`src/rtl/systolic_skew_feeder.sv`:
```
// Skew feeder for an NxN output-stationary systolic MAC array.
// Takes one column of A and one row of B per accepted beat and presents them
// on the west/north edges with lane i delayed by i extra cycles. It also
// sequences the accumulator clear before a product and a done pulse after it.
module systolic_skew_feeder #(
    parameter int DATA_WIDTH = 8,
    parameter int N          = 4
) (
    input  logic                    clk,
    input  logic                    reset_n,
    input  logic                    start_i,
    input  logic                    in_valid_i,
    output logic                    in_ready_o,
    input  logic [N*DATA_WIDTH-1:0] a_col_i,
    input  logic [N*DATA_WIDTH-1:0] b_row_i,
    output logic [N*DATA_WIDTH-1:0] a_o,
    output logic [N*DATA_WIDTH-1:0] b_o,
    output logic                    clr_o,
    output logic                    busy_o,
    output logic                    done_o
);

    localparam int DW = DATA_WIDTH;
    localparam int BW = $clog2(N + 1);
    localparam int FW = $clog2(2 * N + 1);

    typedef enum logic [1:0] {
        IDLE  = 2'd0,
        CLEAR = 2'd1,
        FEED  = 2'd2,
        FLUSH = 2'd3
    } state_t;

    state_t          state_reg;
    logic [BW-1:0]   beat_cnt_reg;
    logic [FW-1:0]   flush_cnt_reg;
    logic            accept;

    // A beat is taken only while the feeder itself advertises ready (FEED only).
    assign accept = in_valid_i & in_ready_o;

    // Product sequencer; every control output is a register so the array sees clean edges.
    always_ff @(posedge clk or negedge reset_n) begin
        if (!reset_n) begin
            state_reg     <= IDLE;
            beat_cnt_reg  <= '0;
            flush_cnt_reg <= '0;
            in_ready_o    <= 1'b0;
            clr_o         <= 1'b0;
            busy_o        <= 1'b0;
            done_o        <= 1'b0;
        end else begin
            clr_o  <= 1'b0;
            done_o <= 1'b0;
            case (state_reg)
                IDLE: begin
                    if (start_i) begin
                        state_reg <= CLEAR;
                        clr_o     <= 1'b1;
                        busy_o    <= 1'b1;
                    end
                end
                CLEAR: begin
                    state_reg    <= FEED;
                    in_ready_o   <= 1'b1;
                    beat_cnt_reg <= '0;
                end
                FEED: begin
                    if (accept) begin
                        beat_cnt_reg <= beat_cnt_reg + 1'b1;
                        if (beat_cnt_reg == BW'(N - 1)) begin
                            state_reg     <= FLUSH;
                            in_ready_o    <= 1'b0;
                            flush_cnt_reg <= FW'(1);
                        end
                    end
                end
                FLUSH: begin
                    if (flush_cnt_reg == FW'(2 * N)) begin
                        // done_o was raised for this final flush cycle; drop back to idle.
                        state_reg     <= IDLE;
                        busy_o        <= 1'b0;
                        flush_cnt_reg <= '0;
                        beat_cnt_reg  <= '0;
                    end else begin
                        flush_cnt_reg <= flush_cnt_reg + 1'b1;
                        // Raise done so it is visible in the cycle where the count reads 2N.
                        if (flush_cnt_reg == FW'(2 * N - 1)) begin
                            done_o <= 1'b1;
                        end
                    end
                end
                default: begin
                    state_reg  <= IDLE;
                    in_ready_o <= 1'b0;
                    busy_o     <= 1'b0;
                end
            endcase
        end
    end

    // One shift chain per lane, i+1 deep, for both the A and B edges.
    genvar gi;
    generate
        for (gi = 0; gi < N; gi++) begin : g_lane
            logic [DW-1:0] a_sr_reg [0:gi];
            logic [DW-1:0] b_sr_reg [0:gi];

            // Stage 0 captures the lane input on an accept and a zero otherwise, so
            // bubbles and idle cycles push zeros through; the chain never stalls.
            always_ff @(posedge clk or negedge reset_n) begin
                if (!reset_n) begin
                    for (int s = 0; s <= gi; s++) begin
                        a_sr_reg[s] <= '0;
                        b_sr_reg[s] <= '0;
                    end
                end else begin
                    a_sr_reg[0] <= accept ? a_col_i[gi*DW +: DW] : '0;
                    b_sr_reg[0] <= accept ? b_row_i[gi*DW +: DW] : '0;
                    for (int s = 1; s <= gi; s++) begin
                        a_sr_reg[s] <= a_sr_reg[s-1];
                        b_sr_reg[s] <= b_sr_reg[s-1];
                    end
                end
            end

            assign a_o[gi*DW +: DW] = a_sr_reg[gi];
            assign b_o[gi*DW +: DW] = b_sr_reg[gi];
        end
    endgenerate

endmodule

```
`config.mk`:
```
export PLATFORM = sky130hd
export DESIGN_NAME = systolic_skew_feeder
export DESIGN_NICKNAME = d
export VERILOG_FILES = /design/src/rtl/systolic_skew_feeder.sv
export SDC_FILE = /design/constraint.sdc
export NUM_CORES = 1
export LEC_CHECK = 0
export BUFFER_PORTS_ARGS = -buffer_cell sky130_fd_sc_hd__clkbuf_2
export CORE_ASPECT_RATIO = 0.75
export CORE_MARGIN = 2
export CORE_UTILIZATION = 45
export DETAILED_ROUTE_END_ITERATION = 10
export GPL_ROUTABILITY_DRIVEN = 0
export MAX_ROUTING_LAYER = met4
export PLACE_DENSITY = 0.69
export REMOVE_ABC_BUFFERS = 1
export SYNTH_ARGS = -nofsm -noshare
export SYNTH_HDL_FRONTEND = slang
export SYNTH_SLANG_ARGS = --single-unit
```
`constraint.sdc`:
```
create_clock -name clk -period 2.37 [get_ports clk]
set_clock_uncertainty 0.05 [all_clocks]
set_input_delay 0.237 -clock clk [delete_from_list [all_inputs] [get_ports clk]]
set_output_delay 0.237 -clock clk [all_outputs]
set_load 0.01 [all_outputs]
```
; ---- Yosys cells after proc, flatten, opt, wreduce, memory -nomap -nowiden
; Index checks and enable logic that the tools add are counted.
[totals]
reg_bits = 173
latchBits = 0
ramBits = 0
romBits = 0
output_inout_bits = 68
wordCells = 81
mem_count = 0
[op_classes]
addsub = 2
multipliers = 0
div_mod_pow = 0
n_lt_le_gt_ge = 0
n_eq_ne = 10
shift = 0
muxes = 31
n_bitwise = 1
n_reduce_logical = 10
[op_table]
columns = op, n
row1 = 8-bit 2-to-1 mux, 8
row2 = 4-bit 2-to-1 mux, 3
row3 = 3-bit AND reduction, 4
row4 = 1-bit 2-to-1 mux, 9
row5 = 3-bit case mux with 3 select lines, 1
row6 = 2-bit 2-to-1 mux, 4
row7 = 2-bit inequality test (second input constant), 4
row8 = 2-bit case mux with 4 select lines, 1
row9 = 4-bit case mux with 2 select lines, 1
row10 = 3-bit 2-to-1 mux, 2
row11 = 2-bit nonzero test, 3
row12 = 4-bit by 1-bit adder with 4-bit output (second input constant), 1
row13 = 2-bit equality test (second input constant), 2
row14 = 4-bit by 3-bit equality test with 1-bit output (second input constant), 1
row15 = 4-bit equality test (second input constant), 1
row16 = 1-bit case mux with 2 select lines, 2
row17 = 4-bit AND reduction, 1
row18 = 3-bit by 1-bit adder with 3-bit output (second input constant), 1
row19 = 3-bit by 2-bit equality test with 1-bit output (second input constant), 1
row20 = 3-bit nonzero test, 1
row21 = 2-bit by 1-bit equality test with 1-bit output (second input constant), 1
row22 = 2-bit zero test, 1
row23 = 1-bit AND, 1

; ---- Longest topological paths before layout
; Gate-level depths: netlist of run 1.
[logic_depth]
word_depth = 4
mapped_depth = 6
depth_no_buf = 6

; ---- Least setup slack after synthesis of run 1
; No wires, ideal clock.
[synth_timing]
path_type = reg-to-reg
start = reg flush_cnt_reg[0]
end = reg state_reg[1]
t_arrival_ps = 1580
required_time_ps = 2195
path_slack_ps = 615
stages_incl_launch_ff = 7
path_buffers = 0
period_less_slack_ps = 1755
path_cell_list = dfrtp_1 inv_1 ha_1 nand3b_4 and2_4 a2111oi_4 mux2_4
[synth_between]
elab_chain_cells = 3
[synth_rtl]
columns = item, line
row1 = "start, declared", 36  ; logic [FW-1:0] flush_cnt_reg;
row2 = "start signal, assigned", 86  ; flush_cnt_reg <= flush_cnt_reg + 1'b1;
row3 = 4-bit equality test, 79  ; if (flush_cnt_reg == FW'(2 * N)) begin
row4 = 2-bit inequality test (no line), -
row5 = 4-bit AND reduction (no line), -
row6 = "end signal, assigned", 72  ; state_reg <= FLUSH;
row7 = "end signal, assigned", 81  ; state_reg <= IDLE;
row8 = "end signal, assigned", 94  ; state_reg <= IDLE;
row9 = "end, declared", 34  ; state_t state_reg;
; No other way between the ends.
; A chain may end at the register's enable or synchronous reset.

; ---- Worst setup path after layout of run 1
; Same ends and word-level chain as after synthesis.

==> reports/metrics.cfg, run 1 <==
[cts]
clk_path_buf_depth = 2
cts_resized = 0
clk_pin_slew_worst_paths_ps = 60
cts-root-buf = clkbuf_16
clk_latency_ps = 420
h-tree-depth = 4
clock-sinks = 173
cts.hold.buffers_added = 49
postCtsSetupRepairBufs = 0
cts_made_buffers = 17
cts_tree = yes

[sta]
max_slew_margin_pct = 61.9
min_period_ps = 1850
finalSetupViolCount = 0
hold_viol = 0
fmax_ghz = 0.540
slew_violations = 0
worst_pin_slew_ps = 571
fin_crit_sh_pct = 78.1
setup_ws_ps = 519
fin_tns_setup_ps = 0
rsz0062_at_grt = false

[logic_synthesis]
synth_area_um2 = 5580
ys_types = 29
yosys_warnings = 0
postSynthAreaPerCell_um2 = 15.7
seq_area_frac_synth_pct = 77.6
syn_inst = 355
ys_ff_latch = 173
yosys.area.top_type_share_pct = 77.6
synth_top_area_cell = dfrtp_1
synthTopCellsByArea = dfrtp_1, and3_1, buf_4, ha_1, clkbuf_1

[final_layout]
layout_common_cells = dfrtp_1, clkbuf_2, and3_1
instances_no_fill = 681
final_common_cell = dfrtp_1
syn_to_final_growth_pct = 29.3
fill_cells = 976
drive_gt1_share_pct = 34.8
final_nets = 578

[global_route]
first_global_vias = 3247
grt_start_max_net_pins = 68
antenna_found_initial = 1
grt_usage_pct = 16.2
grt-ovfl-total = 0
grt_pass1_wl_um = 15800

[die]
start_util_pct = 45.8
dieHeight_um = 100
rows = 35
core_area_um2 = 12200
ioPinCount = 136
die_area_um2 = 13300
fp.dieW_um = 133

[critical_path]
r2r_end = state_reg[1]
critPathLaunchType = flop
required_ps = 2610
max_stage_delay_ps = 400
path_class = flop to flop
path_max_fanout = 4
crit_start = flush_cnt_reg[0]
r2r_start = flush_cnt_reg[0]
critical_path.endpoint = state_reg[1]
r2r_cells = 6
crit_arrival_ps = 2100
slowest_stage = dfrtp_1
endpoint_kind = flop
crit_chain = inv_1, ha_1, nand3b_4, and2_4, a2111oi_4, mux2_4
rrSetupSlack_ps = 520

[min_path]
hold_class = primary input to flop
min_from = b_row_i[4]

[route]
first_iter_violations = 80
drc = 0
wl_met2_um = 4710
dr_total_vias = 3061
vias_per_cell = 4.49
wl_met1_um = 4200
ant_nets = 0
dr.max_layer_used = met4
wire_per_inst_um = 14.1
dr_wl_met3_um = 510
dr.pass1.iters = 4
wl_um = 9600

[pwr]
p_sw_share_pct = 28.4
p_sw_mw = 2.15
ir_worst_vdd_mv = 0.552
seqPwrFrac_pct = 47.9
p_clk_share_pct = 35.2
power-per-cell-area_nw_per_um2 = 1050
internal_power_mw = 5.43
power.leakage_nw = 3.97
combPwrFrac_pct = 16.9

[status]
outcome = finished, final reports clean

[placement]
placement.io_buffers = 135
pre_cts_ws_ps = 528
place_inst = 598
post-dp-hpwl_um = 5850

[job]
maxCapViolations = 0

==> how the worst min path moves through the flow <==
stage                        endpoint  slack [ps]  depth (start not counted)
2_1_floorplan                 a_o[10]        -110                          0
3_3_place_gp                  a_o[27]         190                          1
3_5_place_dp                  a_o[27]         190                          1
4_1_cts        g_lane[3].a_sr_reg[31]           1                          2
5_1_grt        g_lane[3].a_sr_reg[24]           5                          2
6_report        g_lane[0].b_sr_reg[4]          20                          2
==> power groups by stage <==
stage | Clock [mW] | Combinational, mW | Sequential, mW
global placement | 0 | 1.18 | 3.66
CTS | 2.76 | 1.31 | 3.64
detailed placement | 0 | 1.24 | 3.69
finish | 2.67 | 1.28 | 3.63
floorplan | 0 | 0.557 | 3.80
global route | 2.89 | 1.43 | 3.68
==> cell type report <==
class / instances / area [um^2] / share of cell area (%)
clock inverters: 15 / 173 / 2.39
multi-input cells: 111 / 806 / 11.2
well taps: 166 / 208 / 2.88
clock buffers: 17 / 425 / 5.90
repair buffers: 189 / 1240 / 17.1
flip-flops and latches: 173 / 4330 / 60.0
diodes: 1 / 2.50 / 0.0347
inverters: 9 / 33.8 / 0.468
==> metal layers <==
layer / GRT usage [%] / vias up
li1: - / 1408
met1: 20.0 / 1526
met2: 25.0 / 108
met3: 5.13 / 19
met4: 6.78 / 0
met5: - / -
==> Yosys cell counts <==
cell         n
and3_1      64
nand2_1      5
ha_1         9
inv_1        9
nor3_4       1
buf_4       48
nand2b_1     1
nand3b_4     1
nand4_1      2
clkbuf_1    14
o21ai_0      5
and2_4       1
mux2_4       1
dfrtp_1    173
mux2_2       1
a21oi_1      2
and4b_2      1
mux2i_1      3
nand3_1      1
a2bb2oi_1    1
nor2b_1      1
o21a_1       1
nand3b_1     1
a21boi_0     1
and2_1       1
a21boi_1     1
a2111oi_4    1
nor2_1       4
o41ai_1      1
==> stage by stage <==
| step | total power [mW] | utilization (%) | hold WS (ps) | area (um^2) |
|---|---|---|---|---|
| 3_3_place_gp | 4.84 | 50.2 | 188 | 6110 |
| 2_1_floorplan | 4.35 | - | -109 | 5170 |
| 3_5_place_dp | 4.93 | 50.2 | 195 | 6110 |
| 6_report | 7.58 | 59.3 | 19.6 | 7220 |
| 5_1_grt | 8.00 | 59.3 | 5.36 | 7220 |
| 4_1_cts | 7.70 | 59.2 | 1.14 | 7200 |
==> worst max-delay path, delay by kind of cell (launching register included) <==
family,cells,cell delay [ps]
compound gates,1,360
buf+inv,1,110
flops,1,400
fa+ha+maj,1,200
mux,1,330
simple gates,2,280
==> cells by family (layout without fill, tap and decap cells) <==
kind of cell | count (synthesis) | in the layout | synth area share, %
adder cells (fa/ha/maj) | 9 | 9 | 2.02
AND/OR/NAND/NOR | 84 | 84 | 9.57
AO/OA/AOI/OAI | 13 | 13 | 1.84
buffers and inverters | 71 | 230 | 8.00
flip-flops | 173 | 173 | 77.6
multiplexers | 5 | 5 | 1.01
other | 0 | 1 | 0
No activity file was read; power rests on OpenSTA's default activity.
==> run 2, diff against run 1 <==
==> constraint.sdc (replaced) <==
create_clock -name clk -period 1.8 [get_ports clk]
set_clock_uncertainty 0.05 [all_clocks]
set_input_delay 0.18 -clock clk [delete_from_list [all_inputs] [get_ports clk]]
set_output_delay 0.18 -clock clk [all_outputs]
set_load 0.01 [all_outputs]
==> reports/metrics.cfg, run 2 (synthesis gave the netlist of run 1 again) <==
[critical_path]
crit_family = flip-flops  ; unchanged
required_ps = 2040  ; was 2610 ps
crit_chain = inv_2, ha_4, nand3b_4, and2_4, a2111oi_4, mux2_4  ; was inv_1, ha_1, nand3b_4, and2_4, a2111oi_4, mux2_4
endpoint_kind = flop  ; unchanged
r2r_start = flush_cnt_reg[0]  ; unchanged
rrSetupSlack_ps = 50  ; was 520 ps
r2r_end = state_reg[1]  ; unchanged
r2r_cells = 6  ; unchanged
critPathBufInv = 1  ; unchanged
crit_start = flush_cnt_reg[0]  ; unchanged
cp_num_cells = 6  ; unchanged
max_stage_delay_ps = 390  ; was 400 ps
crit_arrival_ps = 1980  ; was 2100 ps
critPathLaunchType = flop  ; unchanged
slowest_stage = dfrtp_1  ; unchanged
path_class = flop to flop  ; unchanged
path_max_fanout = 3  ; was 4
critical_path.endpoint = state_reg[1]  ; unchanged

[min_path]
holdPathStages = 2  ; unchanged
hold_class = primary input to flop  ; unchanged

[final_layout]
final_common_cell = dfrtp_1  ; unchanged
layout_common_cells = dfrtp_1, clkbuf_2, dlygate4sd3_1  ; was dfrtp_1, clkbuf_2, and3_1
stdcell_area_um2 = 7440  ; was 7220 um^2
fill_cells = 956  ; was 976
drive_gt1_share_pct = 35.7  ; was 34.8%
ff_latch_area_um2 = 4330  ; unchanged
instances_no_fill = 706  ; was 681
n_antenna_cell = 0  ; was 1
final_nets = 604  ; was 578
multi_input_area_um2 = 822  ; was 806 um^2
syn_to_final_growth_pct = 33.4  ; was 29.3%

[cts]
clk_path_buf_depth = 2  ; unchanged
cts-root-buf = clkbuf_16  ; unchanged
cts_tree = yes  ; unchanged
clock-sinks = 173  ; unchanged
clk_pin_slew_worst_paths_ps = 60  ; about the same
clk_latency_ps = 410  ; was 420 ps
cts_made_buffers = 17  ; unchanged
h-tree-depth = 4  ; unchanged

[pwr]
seqPwrFrac_pct = 47.1  ; was 47.9%
p_sw_mw = 2.86  ; was 2.15 mW
power-per-cell-area_nw_per_um2 = 1360  ; was 1050 nW/um^2
power_mw = 10.2  ; was 7.58 mW
ir_worst_vdd_mv = 0.620  ; was 0.552 mV
combPwrFrac_pct = 19.1  ; was 16.9%
p_clk_share_pct = 33.8  ; was 35.2%
internal_power_mw = 7.30  ; was 5.43 mW
p_sw_share_pct = 28.1  ; was 28.4%
power.leakage_nw = 4.06  ; was 3.97 nW

[global_route]
grt_pass1_wl_um = 17400  ; was 15800 um
grt-ovfl-total = 0  ; unchanged
first_global_vias = 3443  ; was 3247
grt_usage_pct = 17.6  ; was 16.2%
grt_start_max_net_pins = 66  ; was 68
antenna_found_initial = 0  ; was 1

[sta]
max_slew_margin_pct = 73.4  ; was 61.9%
fin_crit_sh_pct = 97.0  ; was 78.1%
fmax_ghz = 0.573  ; was 0.540 GHz
slew_violations = 0  ; unchanged
min_period_ps = 1750  ; was 1850 ps
finalSetupViolCount = 0  ; unchanged
hold_viol = 0  ; unchanged
worst_pin_slew_ps = 399  ; was 571 ps

[route]
vias_per_cell = 4.45  ; was 4.49
first_iter_violations = 181  ; was 80
dr.pass1.iters = 4  ; unchanged
wl_um = 10400  ; was 9600 um
wire_per_inst_um = 14.7  ; was 14.1 um
dr_total_vias = 3141  ; was 3061
ant_nets = 0  ; unchanged
drc = 0  ; unchanged

[placement]
place_inst = 607  ; was 598
place_area_um2 = 6180  ; was 6110 um^2
post-dp-hpwl_um = 6080  ; was 5850 um
placement.io_buffers = 135  ; unchanged

[die]
die_area_um2 = 13300  ; unchanged
core_area_um2 = 12200  ; unchanged
ioPinCount = 136  ; unchanged
fp.dieW_um = 133  ; unchanged
dieHeight_um = 100  ; unchanged
start_util_pct = 45.8  ; unchanged
rows = 35  ; unchanged

[status]
outcome = finished, final reports clean  ; unchanged

[job]
maxCapViolations = 0  ; unchanged

[run 2: cell types whose count changed in the layout (fill, tap and decap cells not counted), moves of 2 or more]
cell	delta
buf_4	+10
clkinv_4	-2
clkinv_8	-2
clkinvlp_4	+4
dlygate4sd3_1	+15
inv_1	-2
inv_2	+2
[run 2: how the worst min path moves through the flow]
stage                       endpoint     from  slack (ps)
6_report                       clr_o  start_i          50
5_1_grt                        clr_o  start_i          30
4_1_cts                        clr_o  start_i          20
3_5_place_dp   g_lane[3].b_sr_reg[9]  reset_n          70
3_3_place_gp                 b_o[25]  reset_n          60
2_1_floorplan                a_o[10]  reset_n        -170
[run 2: per-layer routing]
metal  up-vias  track usage, %  wire, um
met3         6            4.17       449
met2        99            27.9      5250
met4         0            6.12        59
met5         -               -         0
li1       1459               -         -
met1      1577            22.7      4630
[run 2: cell type report]
class / instances / area share, %
Inverter: 9 / 0.454
Sequential cell: 173 / 58.2
Clock inverter: 14 / 1.98
Multi-Input combinational cell: 111 / 11.0
Tap cell: 166 / 2.79
Clock buffer: 18 / 5.76
Timing Repair Buffer: 215 / 19.8
[run 2: power by group through the flow]
stage	registers [mW]	logic, mW	clock network, mW
final	4.79	1.94	3.43
after global routing	4.86	2.14	3.73
after CTS	4.78	1.87	3.54
after detailed placement	4.85	1.74	0
after global placement	4.81	1.68	0
after floorplan	5.00	0.734	0
[run 2: what timing repair did]
action / 4_1_cts / 5_1_grt
setup buffers: 0 / 2
hold endpoints to repair: 104 / 0
cloned: 0 / 0
resized for setup: 2 / 4
endpoints found under the setup margin: 2 / 4
pin swaps: 1 / 2
hold buffers: 65 / 0
[run 2: through the flow]
step           util (%)  setup TNS, ps  hold WS [ps]  setup slack, ps
3_5_place_dp       50.8          -35.9          66.9            -35.9
6_report           61.2              0          45.9             54.0
2_1_floorplan         -          -1030          -166             -375
4_1_cts            60.9              0          18.4             10.6
5_1_grt            61.2          -9.81          33.8            -9.81
3_3_place_gp       50.8              0          64.8             41.7
==> run 3, diff against run 2 <==
==> constraint.sdc (replaced) <==
create_clock -name clk -period 2.2 [get_ports clk]
set_clock_uncertainty 0.05 [all_clocks]
set_input_delay 0.22 -clock clk [delete_from_list [all_inputs] [get_ports clk]]
set_output_delay 0.22 -clock clk [all_outputs]
set_load 0.01 [all_outputs]
==> reports/metrics.cfg, run 3 (synthesis gave the netlist of run 1 again) <==
[critical_path]
endpoint_kind = flop  ; unchanged
path_max_fanout = 4  ; was 3
crit_family = flip-flops  ; unchanged
crit_chain = inv_1, ha_1, nand3b_4, and2_4, a2111oi_4, mux2_4  ; was inv_2, ha_4, nand3b_4, and2_4, a2111oi_4, mux2_4
critPathLaunchType = flop  ; unchanged
required_ps = 2450  ; was 2040 ps
slowest_stage = dfrtp_1  ; unchanged
path_class = flop to flop  ; unchanged
max_stage_delay_ps = 400  ; was 390 ps
critPathBufInv = 1  ; unchanged
crit_arrival_ps = 2140  ; was 1980 ps

[min_path]
hold_class = primary input to flop  ; unchanged

[global_route]
antenna_found_initial = 0  ; unchanged
grt-ovfl-total = 0  ; unchanged
grt_usage_pct = 16.6  ; was 17.6%
grt_start_max_net_pins = 68  ; was 66
first_global_vias = 3358  ; was 3443
grt_pass1_wl_um = 16300  ; was 17400 um

[final_layout]
final_common_cell = dfrtp_1  ; unchanged
fill_cells = 963  ; was 956
final_nets = 588  ; was 604
layout_common_cells = dfrtp_1, clkbuf_2, and3_1  ; was dfrtp_1, clkbuf_2, dlygate4sd3_1
ff_latch_area_um2 = 4330  ; unchanged
n_antenna_cell = 0  ; unchanged
syn_to_final_growth_pct = 30.6  ; was 33.4%
drive_gt1_share_pct = 34.4  ; was 35.7%
multi_input_area_um2 = 806  ; was 822 um^2

[pwr]
p_clk_share_pct = 34.7  ; was 33.8%
power.leakage_nw = 3.99  ; was 4.06 nW
internal_power_mw = 5.85  ; was 7.30 mW
combPwrFrac_pct = 17.2  ; was 19.1%
p_sw_mw = 2.29  ; was 2.86 mW
power-per-cell-area_nw_per_um2 = 1120  ; was 1360 nW/um^2
seqPwrFrac_pct = 48.1  ; was 47.1%
ir_worst_vdd_mv = 0.738  ; was 0.620 mV
power_mw = 8.13  ; was 10.2 mW
p_sw_share_pct = 28.1  ; about the same

[route]
drc = 0  ; unchanged
vias_per_cell = 4.47  ; was 4.45
dr_total_vias = 3087  ; was 3141
ant_nets = 0  ; unchanged
wire_per_inst_um = 14.4  ; was 14.7 um
first_iter_violations = 151  ; was 181
wl_um = 9930  ; was 10400 um
dr.pass1.iters = 6  ; was 4

[sta]
fmax_ghz = 0.528  ; was 0.573 GHz
hold_viol = 0  ; unchanged
rsz0062_at_grt = false
worst_pin_slew_ps = 581  ; was 399 ps
min_period_ps = 1890  ; was 1750 ps
fin_crit_sh_pct = 86.1  ; was 97.0%
max_slew_margin_pct = 61.3  ; was 73.4%
slew_violations = 0  ; unchanged
fin_tns_setup_ps = 0  ; unchanged
finalSetupViolCount = 0  ; unchanged

[die]
die_area_um2 = 13300  ; unchanged
fp.dieW_um = 133  ; unchanged
start_util_pct = 45.8  ; unchanged
core_area_um2 = 12200  ; unchanged
dieHeight_um = 100  ; unchanged
ioPinCount = 136  ; unchanged
rows = 35  ; unchanged

[cts]
cts_tree = yes  ; unchanged
clk_path_buf_depth = 2  ; unchanged
cts_made_buffers = 17  ; unchanged
h-tree-depth = 4  ; unchanged
cts-root-buf = clkbuf_16  ; unchanged
clk_pin_slew_worst_paths_ps = 70  ; was 60 ps
clk_latency_ps = 410  ; about the same
clock-sinks = 173  ; unchanged

[placement]
placement.io_buffers = 135  ; unchanged
post-dp-hpwl_um = 5860  ; was 6080 um

[job]
maxCapViolations = 0  ; unchanged

[status]
outcome = finished, final reports clean  ; unchanged

==> run 3: power groups by stage <==
stage	clock [mW]	combinational, mW	sequential [mW]
final	2.82	1.40	3.91
after global routing	3.06	1.55	3.97
after CTS	2.91	1.41	3.92
after detailed placement	0	1.32	3.97
after global placement	0	1.27	3.94
after floorplan	0	0.600	4.09
==> run 3: layout make-up <==
class	count	share of cell area, %
inverter	9	0.464
clock inverter	14	2.04
sequential	173	59.4
multi-input combinational	111	11.1
clock buffer	18	5.89
timing repair buffer	199	18.3
tap	166	2.85
==> run 3: final timing paths <==
path,from,to,slack [ps],cells past startpoint
setup / recovery,flush_cnt_reg[0],state_reg[1],310,6
hold / removal,b_row_i[16],g_lane[2].b_sr_reg[16],20,2
setup reg to reg,flush_cnt_reg[0],state_reg[1],310,6
hold reg to reg,g_lane[3].a_sr_reg[25],g_lane[3].a_sr_reg[17],290,0
max in group asynchronous,reset_n,g_lane[2].a_sr_reg[21],1140,3
min in group asynchronous,reset_n,a_o[29],280,2
==> run 3: per-stage QoR <==
stage / hold WS [ps] / cell area, um^2 / instances / util (%) / setup slack [ps]
after floorplan: -126 / 5170 / 293 / - / 24.6
after global placement: 167 / 6130 / 600 / 50.3 / 406
after detailed placement: 174 / 6130 / 600 / 50.3 / 330
after CTS: 4.74 / 7290 / 690 / 59.9 / 296
after global routing: 1.33 / 7290 / 690 / 59.9 / 238
final: 21.5 / 7290 / 690 / 59.9 / 305
==> run 3: what timing repair did <==
action | 4_1_cts | 5_1_grt
resized for setup | 0 | 0
endpoints found under the hold margin | 110 | 0
hold buffers | 58 | 0
setup buffers | 0 | 0
==> run 3: metal layers <==
layer,vias to the layer above,track usage [%],part of all wire [%]
li1,1426,-,-
met1,1549,20.7,44
met2,103,26.1,50
met3,9,5.33,5.1
met4,0,5.62,0.98
met5,-,-,0
